[src/rtl/multicycle_control_pkg.sv]
// Shared encodings for the multicycle RV32I control unit: FSM states, ALU ops,
// immediate formats, opcodes and datapath mux selects.
package multicycle_control_pkg;

  localparam logic [3:0] S_FETCH     = 4'd0;
  localparam logic [3:0] S_DECODE    = 4'd1;
  localparam logic [3:0] S_MEM_ADR   = 4'd2;
  localparam logic [3:0] S_MEM_READ  = 4'd3;
  localparam logic [3:0] S_MEM_WB    = 4'd4;
  localparam logic [3:0] S_MEM_WRITE = 4'd5;
  localparam logic [3:0] S_EXEC_R    = 4'd6;
  localparam logic [3:0] S_EXEC_I    = 4'd7;
  localparam logic [3:0] S_ALU_WB    = 4'd8;
  localparam logic [3:0] S_BRANCH    = 4'd9;
  localparam logic [3:0] S_JAL       = 4'd10;
  localparam logic [3:0] S_JALR      = 4'd11;
  localparam logic [3:0] S_FAULT     = 4'd12;
  localparam logic [3:0] S_LUI       = 4'd13;
  localparam logic [3:0] S_AUIPC     = 4'd14;

  typedef enum logic [1:0] {
    ALU_OP_ADD  = 2'b00,
    ALU_OP_SUB  = 2'b01,
    ALU_OP_FUNC = 2'b10
  } alu_op_t;

  localparam logic [3:0] ALU_ADD  = 4'd0;
  localparam logic [3:0] ALU_SUB  = 4'd1;
  localparam logic [3:0] ALU_AND  = 4'd2;
  localparam logic [3:0] ALU_OR   = 4'd3;
  localparam logic [3:0] ALU_XOR  = 4'd4;
  localparam logic [3:0] ALU_SLT  = 4'd5;
  localparam logic [3:0] ALU_SLTU = 4'd6;
  localparam logic [3:0] ALU_SLL  = 4'd7;
  localparam logic [3:0] ALU_SRL  = 4'd8;
  localparam logic [3:0] ALU_SRA  = 4'd9;

  localparam logic [2:0] IMM_I = 3'b000;
  localparam logic [2:0] IMM_S = 3'b001;
  localparam logic [2:0] IMM_B = 3'b010;
  localparam logic [2:0] IMM_J = 3'b011;
  localparam logic [2:0] IMM_U = 3'b100;

  localparam logic [6:0] OP_LOAD   = 7'b0000011;
  localparam logic [6:0] OP_STORE  = 7'b0100011;
  localparam logic [6:0] OP_R      = 7'b0110011;
  localparam logic [6:0] OP_I      = 7'b0010011;
  localparam logic [6:0] OP_BRANCH = 7'b1100011;
  localparam logic [6:0] OP_JAL    = 7'b1101111;
  localparam logic [6:0] OP_JALR   = 7'b1100111;
  localparam logic [6:0] OP_LUI    = 7'b0110111;
  localparam logic [6:0] OP_AUIPC  = 7'b0010111;

  localparam logic [1:0] SRC_A_PC    = 2'b00;
  localparam logic [1:0] SRC_A_OLDPC = 2'b01;
  localparam logic [1:0] SRC_A_RS1   = 2'b10;
  localparam logic [1:0] SRC_A_ZERO  = 2'b11;

  localparam logic [1:0] SRC_B_RS2  = 2'b00;
  localparam logic [1:0] SRC_B_IMM  = 2'b01;
  localparam logic [1:0] SRC_B_FOUR = 2'b10;

  localparam logic [1:0] RES_ALU_REG   = 2'b00;
  localparam logic [1:0] RES_READ_DATA = 2'b01;
  localparam logic [1:0] RES_ALU       = 2'b10;

  function automatic logic is_mem_state(input logic [3:0] s);
    return (s == S_FETCH) || (s == S_MEM_READ) || (s == S_MEM_WRITE);
  endfunction

endpackage

[src/rtl/multicycle_control_alu_decoder.sv]
// Combinational ALU control decode from alu_op, func3, func7[5] and op_code[5].
module multicycle_control_alu_decoder
  import multicycle_control_pkg::*;
(
  input  alu_op_t    i_alu_op,
  input  logic [2:0] i_func3,
  input  logic       i_func7_5,
  input  logic       i_op_code_5,
  output logic [3:0] o_alu_control
);

  always_comb begin
    o_alu_control = ALU_ADD;
    case (i_alu_op)
      ALU_OP_ADD: o_alu_control = ALU_ADD;
      ALU_OP_SUB: o_alu_control = ALU_SUB;
      ALU_OP_FUNC: begin
        case (i_func3)
          // op_code[5] separates R-type from I-type, where bit 30 is immediate data
          3'b000:  o_alu_control = (i_op_code_5 && i_func7_5) ? ALU_SUB : ALU_ADD;
          3'b001:  o_alu_control = ALU_SLL;
          3'b010:  o_alu_control = ALU_SLT;
          3'b011:  o_alu_control = ALU_SLTU;
          3'b100:  o_alu_control = ALU_XOR;
          3'b101:  o_alu_control = i_func7_5 ? ALU_SRA : ALU_SRL;
          3'b110:  o_alu_control = ALU_OR;
          default: o_alu_control = ALU_AND;
        endcase
      end
      default: o_alu_control = ALU_ADD;
    endcase
  end

endmodule

[src/rtl/multicycle_control.sv]
// Multicycle RV32I control FSM with memory-ready handshake and timeout.
// Build option: define CTRL_UTYPE_EN to decode LUI/AUIPC instead of faulting on them.
module multicycle_control
  import multicycle_control_pkg::*;
#(
  parameter int MEM_TIMEOUT = 16,
  parameter int ALU_CTRL_W  = 4
) (
  input  logic                  clk,
  input  logic                  reset,
  input  logic [6:0]            op_code,
  input  logic [2:0]            func3,
  input  logic [6:0]            func7,
  input  logic                  zero,
  input  logic                  lt,
  input  logic                  ltu,
  input  logic                  mem_ready,
  output logic                  mem_req,
  output logic                  mem_write,
  output logic                  adr_src,
  output logic                  ir_write,
  output logic                  pc_write,
  output logic                  reg_write,
  output logic [1:0]            alu_src_a,
  output logic [1:0]            alu_src_b,
  output logic [1:0]            result_src,
  output logic [2:0]            imm_type,
  output logic [ALU_CTRL_W-1:0] alu_control,
  output logic                  illegal_instr,
  output logic                  bus_error,
  output logic [3:0]            dbg_state
);

  logic [3:0] r_state;
  logic [7:0] r_wait;
  logic       r_illegal;
  logic       r_bus_error;

  logic [3:0] w_next;
  logic       w_set_illegal;
  logic       w_timeout;
  logic       w_is_mem;
  logic       w_taken;
  alu_op_t    w_alu_op;
  logic [3:0] w_alu_ctrl;
  logic       w_unused_func7;

  assign w_unused_func7 = ^{func7[6], func7[4:0]};
  assign w_is_mem  = is_mem_state(r_state);
  // A ready arriving on the last allowed wait cycle still completes normally
  assign w_timeout = w_is_mem && !mem_ready && (r_wait == 8'(MEM_TIMEOUT - 1));

  always_comb begin
    case (func3)
      3'b000:  w_taken = zero;
      3'b001:  w_taken = !zero;
      3'b100:  w_taken = lt;
      3'b101:  w_taken = !lt;
      3'b110:  w_taken = ltu;
      3'b111:  w_taken = !ltu;
      default: w_taken = 1'b0;
    endcase
  end

  always_comb begin
    w_next        = r_state;
    w_set_illegal = 1'b0;
    mem_req       = 1'b0;
    mem_write     = 1'b0;
    adr_src       = 1'b0;
    ir_write      = 1'b0;
    pc_write      = 1'b0;
    reg_write     = 1'b0;
    alu_src_a     = SRC_A_PC;
    alu_src_b     = SRC_B_RS2;
    result_src    = RES_ALU_REG;
    imm_type      = IMM_I;
    w_alu_op      = ALU_OP_ADD;
    case (r_state)
      S_FETCH: begin
        mem_req    = 1'b1;
        alu_src_b  = SRC_B_FOUR;
        result_src = RES_ALU;
        ir_write   = mem_ready;
        pc_write   = mem_ready;
        if (mem_ready)      w_next = S_DECODE;
        else if (w_timeout) w_next = S_FAULT;
      end
      S_DECODE: begin
        alu_src_a = SRC_A_OLDPC;
        alu_src_b = SRC_B_IMM;
        imm_type  = IMM_B;
        case (op_code)
          OP_LOAD, OP_STORE: w_next = S_MEM_ADR;
          OP_R:              w_next = S_EXEC_R;
          OP_I:              w_next = S_EXEC_I;
          OP_BRANCH:         w_next = S_BRANCH;
          OP_JAL:            w_next = S_JAL;
          OP_JALR:           w_next = S_JALR;
`ifdef CTRL_UTYPE_EN
          OP_LUI:            w_next = S_LUI;
          OP_AUIPC:          w_next = S_AUIPC;
`endif
          default: begin
            w_next        = S_FAULT;
            w_set_illegal = 1'b1;
          end
        endcase
      end
      S_MEM_ADR: begin
        alu_src_a = SRC_A_RS1;
        alu_src_b = SRC_B_IMM;
        imm_type  = op_code[5] ? IMM_S : IMM_I;
        w_next    = op_code[5] ? S_MEM_WRITE : S_MEM_READ;
      end
      S_MEM_READ: begin
        mem_req = 1'b1;
        adr_src = 1'b1;
        if (mem_ready)      w_next = S_MEM_WB;
        else if (w_timeout) w_next = S_FAULT;
      end
      S_MEM_WB: begin
        reg_write  = 1'b1;
        result_src = RES_READ_DATA;
        w_next     = S_FETCH;
      end
      S_MEM_WRITE: begin
        mem_req   = 1'b1;
        mem_write = 1'b1;
        adr_src   = 1'b1;
        if (mem_ready)      w_next = S_FETCH;
        else if (w_timeout) w_next = S_FAULT;
      end
      S_EXEC_R: begin
        alu_src_a = SRC_A_RS1;
        w_alu_op  = ALU_OP_FUNC;
        w_next    = S_ALU_WB;
      end
      S_EXEC_I: begin
        alu_src_a = SRC_A_RS1;
        alu_src_b = SRC_B_IMM;
        w_alu_op  = ALU_OP_FUNC;
        w_next    = S_ALU_WB;
      end
      S_ALU_WB: begin
        reg_write = 1'b1;
        w_next    = S_FETCH;
      end
      S_BRANCH: begin
        alu_src_a = SRC_A_RS1;
        w_alu_op  = ALU_OP_SUB;
        if (func3 == 3'b010 || func3 == 3'b011) begin
          w_next        = S_FAULT;
          w_set_illegal = 1'b1;
        end else begin
          pc_write = w_taken;
          w_next   = S_FETCH;
        end
      end
      S_JAL: begin
        // PC takes the target latched during DECODE; ALU forms the link value
        pc_write  = 1'b1;
        alu_src_a = SRC_A_OLDPC;
        alu_src_b = SRC_B_FOUR;
        w_next    = S_ALU_WB;
      end
      S_JALR: begin
        alu_src_a  = SRC_A_RS1;
        alu_src_b  = SRC_B_IMM;
        result_src = RES_ALU;
        pc_write   = 1'b1;
        w_next     = S_ALU_WB;
      end
`ifdef CTRL_UTYPE_EN
      S_LUI: begin
        alu_src_a = SRC_A_ZERO;
        alu_src_b = SRC_B_IMM;
        imm_type  = IMM_U;
        w_next    = S_ALU_WB;
      end
      S_AUIPC: begin
        alu_src_a = SRC_A_OLDPC;
        alu_src_b = SRC_B_IMM;
        imm_type  = IMM_U;
        w_next    = S_ALU_WB;
      end
`endif
      S_FAULT: w_next = S_FAULT;
      default: w_next = S_FAULT;
    endcase

    if (reset) begin
      mem_req    = 1'b0;
      mem_write  = 1'b0;
      adr_src    = 1'b0;
      ir_write   = 1'b0;
      pc_write   = 1'b0;
      reg_write  = 1'b0;
      alu_src_a  = SRC_A_PC;
      alu_src_b  = SRC_B_RS2;
      result_src = RES_ALU_REG;
      imm_type   = IMM_I;
      w_alu_op   = ALU_OP_ADD;
    end
  end

  multicycle_control_alu_decoder u_alu_decoder (
    .i_alu_op      (w_alu_op),
    .i_func3       (func3),
    .i_func7_5     (func7[5]),
    .i_op_code_5   (op_code[5]),
    .o_alu_control (w_alu_ctrl)
  );

  assign alu_control   = ALU_CTRL_W'(w_alu_ctrl);
  assign illegal_instr = r_illegal && !reset;
  assign bus_error     = r_bus_error && !reset;
  assign dbg_state     = r_state;

  always_ff @(posedge clk) begin
    if (reset) begin
      r_state     <= S_FETCH;
      r_wait      <= 8'd0;
      r_illegal   <= 1'b0;
      r_bus_error <= 1'b0;
    end else begin
      r_state <= w_next;
      if (w_set_illegal) r_illegal   <= 1'b1;
      if (w_timeout)     r_bus_error <= 1'b1;
      // Memory states are left only on ready or timeout, so clearing here also clears on entry
      if (w_is_mem && !mem_ready && !w_timeout) r_wait <= r_wait + 8'd1;
      else                                      r_wait <= 8'd0;
    end
  end

endmodule

[config.mk]
export PLATFORM = sky130hd
export DESIGN_NAME = multicycle_control
export DESIGN_NICKNAME = d
export VERILOG_FILES = /design/src/rtl/multicycle_control_pkg.sv /design/src/rtl/multicycle_control_alu_decoder.sv /design/src/rtl/multicycle_control.sv
export SDC_FILE = /design/constraint.sdc
export NUM_CORES = 1
export LEC_CHECK = 0
export ABC_AREA = 1
export BUFFER_PORTS_ARGS = -buffer_cell sky130_fd_sc_hd__buf_2
export CELL_PAD_IN_SITES_DETAIL_PLACEMENT = 1
export CELL_PAD_IN_SITES_GLOBAL_PLACEMENT = 1
export CORE_AREA = 2 2 74 62
export DETAILED_ROUTE_END_ITERATION = 8
export DIE_AREA = 0 0 76 64
export HOLD_SLACK_MARGIN = 0.1
export PLACE_DENSITY = 0.71
export SETUP_SLACK_MARGIN = 0.1
export SYNTH_ARGS = -nofsm -noshare
export SYNTH_HDL_FRONTEND = slang
export SYNTH_SLANG_ARGS = --single-unit
[constraint.sdc]
create_clock -name clk -period 2.3 [get_ports clk]
set_input_delay 0.46 -clock clk [delete_from_list [all_inputs] [get_ports clk]]
set_output_delay 0.46 -clock clk [all_outputs]
set_load 0.005 [all_outputs]
After elaboration in Yosys (flattened, before gate mapping)
Index checks and enable logic that the tools add are counted.

operators by class
  reduce and logical (&&, ||, !) cells = 31
  eq/ne operators = 28
  bitwise logic cells = 1
  add/subtract/negate cells = 1
  muxes and demuxes = 40

operator list
  cell                                                  count
  one-hot mux 4 bit (8 select lines)                    1
  one-hot mux 4 bit (7 select lines)                    1
  one-hot mux 4 bit (6 select lines)                    1
  equality test 7 bit (second input constant)           3
  two-way mux 4 bit                                     5
  one-hot mux 2 bit (2 select lines)                    5
  OR reduction 2 bit                                    9
  two-way mux 1 bit                                     17
  equality test 4 x 3 -> 1 bit (second input constant)  4
  equality test 4 bit (second input constant)           4
  equality test 7 x 6 -> 1 bit (second input constant)  2
  equality test 3 bit (second input constant)           4
  adder 8 x 1 -> 8 bit (second input constant)          1
  equality test 4 x 2 -> 1 bit (second input constant)  2
  equality test 8 x 4 -> 1 bit (second input constant)  1
  two-way mux 2 bit                                     4
  one-hot mux 4 bit (2 select lines)                    1
  OR reduction 4 bit                                    2
  equality test 7 x 2 -> 1 bit (second input constant)  1
  equality test 7 x 5 -> 1 bit (second input constant)  1
  OR reduction 7 bit                                    1
  equality test 3 x 2 -> 1 bit (second input constant)  2
  logical AND 1 bit                                     6
  logical NOT 1 bit                                     6
  other kinds (14)                                      17

word-level totals
  logic and storage cells = 105
  bits in registers = 14
  input bits = 23
  output and inout bits = 25

Depth between registers and ports, before layout
  depth after elaboration = 9
  depth in mapped cells = 10
  depth with buffers taken out = 10

Hierarchy
From an unflattened synthesis, not the netlist that was laid out.

second synthesis, totals
  cell total of the unflattened synthesis = 210
  area, all modules = 1234.9 um^2

by module, submodules not included
  module                          cells each  instances  area an instance (um^2)  seq. area each (um^2)
  multicycle_control              180         1          1081.0                   280.3
  multicycle_control_alu_decoder  30          1          153.9                    0.0

Worst setup path before layout
OpenSTA, ideal clock, no wires.

  path type = register -> output
  start point = reg r_state[3] (netlist: dbg_state[3])
  end point = out alu_control[2]
  stages on the path, launching flop included = 10
  path buffers = 0
  data required time = 1.840 ns
  setup slack = 0.245 ns
  arrival = 1.595 ns
  cells stage by stage = dfxtp_1 -> inv_2 -> nor2_2 -> nand2_1 -> nor2_1 -> inv_1 -> ha_1 -> inv_1 -> nand2_1 -> nor3_1

on the way
  cells in the longest elaborated chain, start to end = 6
  elaborated cells between the ends (all ways) = 9
  those cells by class = eq/ne: 5; mux: 3; reduce/logical: 1

RTL lines
  what                                                                 RTL line                              text
  start: declaration                                                   multicycle_control.sv:34              logic [3:0] r_state;
  start signal: assignment                                             multicycle_control.sv:227             r_state <= w_next;
  equality test 4 x 3 -> 1 bit                                         multicycle_control.sv:79              case (r_state)
  OR reduction 2 bit (no source line)                                  n/a
  one-hot mux 2 bit (2 select lines) *                                 multicycle_control.sv:79
  two-way mux 2 bit *                                                  multicycle_control.sv:192             if (reset) begin
  equality test 2 bit or equality test 2 x 1 -> 1 bit (tied branches)  multicycle_control_alu_decoder.sv:14  case (i_alu_op)
  one-hot mux 4 bit (2 select lines) *                                 multicycle_control_alu_decoder.sv:14
  end: declaration                                                     multicycle_control.sv:28              output logic [ALU_CTRL_W-1:0] alu_control,

Every way passes the cells marked *; elsewhere a longest branch is shown, timed or not.

Worst setup path after layout
Ends and elaborated chain as after synthesis.

==> summary.txt <==
Status
  – Outcome: completed

Logic synthesis
  – Avg Cell Area, Syn: 5.92 sq um
  – Top_reg_cell synth: dfxtp_1
  – Synth Cell Area: roughly 0.0012 sq mm
  – Post-synth EDFFs: 0
  – Mapped Nets: between 200 and 250
  – Netlist cell types: 30
  – Async S/R FF share, synth: 0
  – Yosys warning count: 0
  – Synthesis-stage register bit count: 14
  – Register area share after synthesis: 0.233
  – Syn Inst Count: a little over 200

Drt
  – Via Count: 1425
  – Via/cell ratio: about 4.6
  – DRT Pass-1 Iters: 4
  – Antenna Violating Nets Remaining: 0
  – WL/cell: roughly 12 microns
  – DRC: 0
  – Total Wirelength: roughly 3700 microns
  – Initial drt markers: 48

STA
  – Fmax: roughly 0.47 GHz
  – Final hold vios: 0
  – RSZ-0062 raised after global routing: yes
  – Max Clock Skew: approximately 0.0045 ns
  – Slew Limit Fails: 0
  – Endpoints failing setup: 0
  – Final min period: 2.12 ns
  – Period Utilization, post-route: 0.922
  – Setup TNS: 0 ns
  – Hold Slack: 0.461 ns
  – Setup ws final: about 0.18 ns

Floorplan
  – IO Pins: 48
  – Die Wd: between 70 and 80 microns
  – Total core area: between 0.004 and 0.005 sq mm
  – Full die area: just under 0.005 sq mm
  – Die H: around 64 microns
  – Rows: 21
  – Initial Utilization: 0.295

Hold path
  – Worst hold-check path type: reg2reg
  – Hold_sp: r_wait[0]

Critical path
  – Crit end category: output port
  – Startpoint of the worst-slack reg-to-reg timing path: r_wait[0]
  – CP peak stage delay: about 0.33 ns
  – Setup crit start kind: flop
  – Worst setup startpoint: dbg_state[3]
  – CP most frequent cell: inv_2
  – Arrival @ worst endpoint: between 1.5 and 2 ns
  – Crit path kind: reg2out
  – Crit path cell chain: buf_6 -> nor2_4 -> inv_2 -> nor3_4 -> ha_4 -> inv_2 -> nand2_2 -> nor3_2 -> buf_2
  – CP delay by family, top: simple AND/OR/NAND/NOR gates
  – Critical-path maximum fanout: 3
  – Buffers & Inverters on Critical Path: 4
  – Worst endpoint required time: between 1.5 and 2 ns
  – CP max stage cell: dfxtp_2

CTS
  – Clk Latency, worst-skew pair: approximately 0.25 ns
  – CTS Root Buffer Type: clkbuf_8
  – CTS Buffer Depth: 2
  – CTS tree: built
  – # clock sinks: 14
  – Clock Pin Slew Worst Setup and Hold Paths: roughly 0.060 ns
  – H-tree lvl count: 1
  – CTS Buf Count: 3

Placed design
  – Placed standard-cell area: between 0.0015 and 0.002 sq mm
  – Port Buffers: 40
  – Post-DP HPWL: approximately 3000 microns
  – Setup WS pre-CTS: around 0.14 ns
  – Placed cell count: 303
  – Placer Congestion: between 0.8 and 0.9

Finish
  – Design area: 0.00165 sq mm
  – N_diodes: 0
  – Share of layout cells above drive strength 1: 0.373
  – Final std cells w/o fill: 312
  – Layout Nets: between 200 and 300
  – Fillcell total: between 500 and 600
  – Area Growth Syn to Fin: 37.6%
  – Fin util: 0.406

Power and ir drop
  – Worst vdd ir: 0.292 mV
  – Final total power: 723 uW
  – Pwr/cell area: around 440 mW/mm^2
  – Leak: between 0.8 and 0.9 nW

Global routing
  – Tot GR Track Use: 0.158
  – Total grt overflow: 0
  – Pin count of the biggest net entering global routing: 19
  – Vias in the first global route: around 1400
  – Initial antenna violation count: 0
  – Global-route wire length before repair: 6290 microns

Job
  – MaxCap Viol Count: 0
[power breakdown]
group / leakage [nW] / switching [mW] / internal [mW] / total [mW]
Combinational: 0.689 / 0.131 / 0.0869 / 0.217
Sequential: 0.115 / 0.00766 / 0.253 / 0.260
Clock: 0.0288 / 0.0939 / 0.152 / 0.246
Total: 0.833 / 0.232 / 0.491 / 0.723
[kinds of logic (layout without fill, tap and decap cells)]
group                    Yosys count  in the layout  synth area share
buffers and inverters             40             92             0.129
other                              1              1           0.00312
adder cells (fa/ha/maj)            3              3            0.0312
AND/OR/NAND/NOR                  112            112             0.430
AO/OA/AOI/OAI                     32             32             0.166
XOR/XNOR                           1              1           0.00729
flip-flops                        14             14             0.233
[layer usage]
| metal | part of all wire | global-route usage | up-vias |
|---|---|---|---|
| met5 | 0 | 0 | - |
| met2 | 0.44 | 0.253 | 30 |
| met1 | 0.50 | 0.219 | 647 |
| met4 | 0.0046 | 0.0341 | 0 |
| li1 | - | - | 746 |
| met3 | 0.047 | 0.0325 | 2 |
[worst paths after layout]
check / endpoint / slack, ns / cells past startpoint
min reg2reg: r_wait[0] / 0.46 / 1
max reg2reg: dbg_state[0] / 0.80 / 10
min: r_wait[0] / 0.46 / 1
max: alu_control[2] / 0.18 / 9
[state kept, by name, summed over array words and instances, names as in the netlist]
signal	flops
r_illegal	1
dbg_state	4
r_bus_error	1
r_wait	8
[layout by cell type, fill, tap and decap left out, types with 2 or more instances in the layout]
cell type  instances
inv_2              6
clkbuf_8           4
ha_1               2
nand3_2            2
nor2_2             9
nor3_1             7
nand2_1           40
a31oi_1            3
buf_2             40
a21oi_1           13
buf_4             11
nand2_4            2
inv_1             30
nor2_4             2
o21ai_0            5
nand2_2            4
nor3_2             2
dfxtp_1           11
nor2_1            31
dfxtp_2            3
nand4_1            2
o21ai_1            3
a21oi_2            5
nand3_1            9
[cell type report]
class,count,area [sq um],share of cell area
Timing Repair Buffer,52,294,0.178
Clock buffer,4,55.1,0.0333
Sequential cell,14,284,0.172
Inverter,36,135,0.0817
Multi-Input combinational cell,149,815,0.492
Tap cell,57,71.3,0.0431
[repair_timing]
item                                    4_1_cts  5_1_grt
hold buffers                                  0        0
endpoints found under the setup margin        3        4
resized for setup                             7        9
pin swaps                                     3        4
setup buffers                                 2        3
cloned                                        0        0
[cell usage after synthesis (3+ instances only)]
library cell / count / area share
a31oi_1: 3 / 0.016
nand3_1: 9 / 0.037
a21oi_2: 4 / 0.029
a21oi_1: 14 / 0.058
ha_1: 3 / 0.031
nor2_2: 8 / 0.042
inv_2: 4 / 0.012
inv_1: 32 / 0.10
nor2_1: 33 / 0.10
dfxtp_1: 14 / 0.23
nor3_1: 9 / 0.037
nand2_1: 42 / 0.13
o21ai_0: 5 / 0.021
o21ai_1: 3 / 0.012
(Power assumes the default switching activity.)
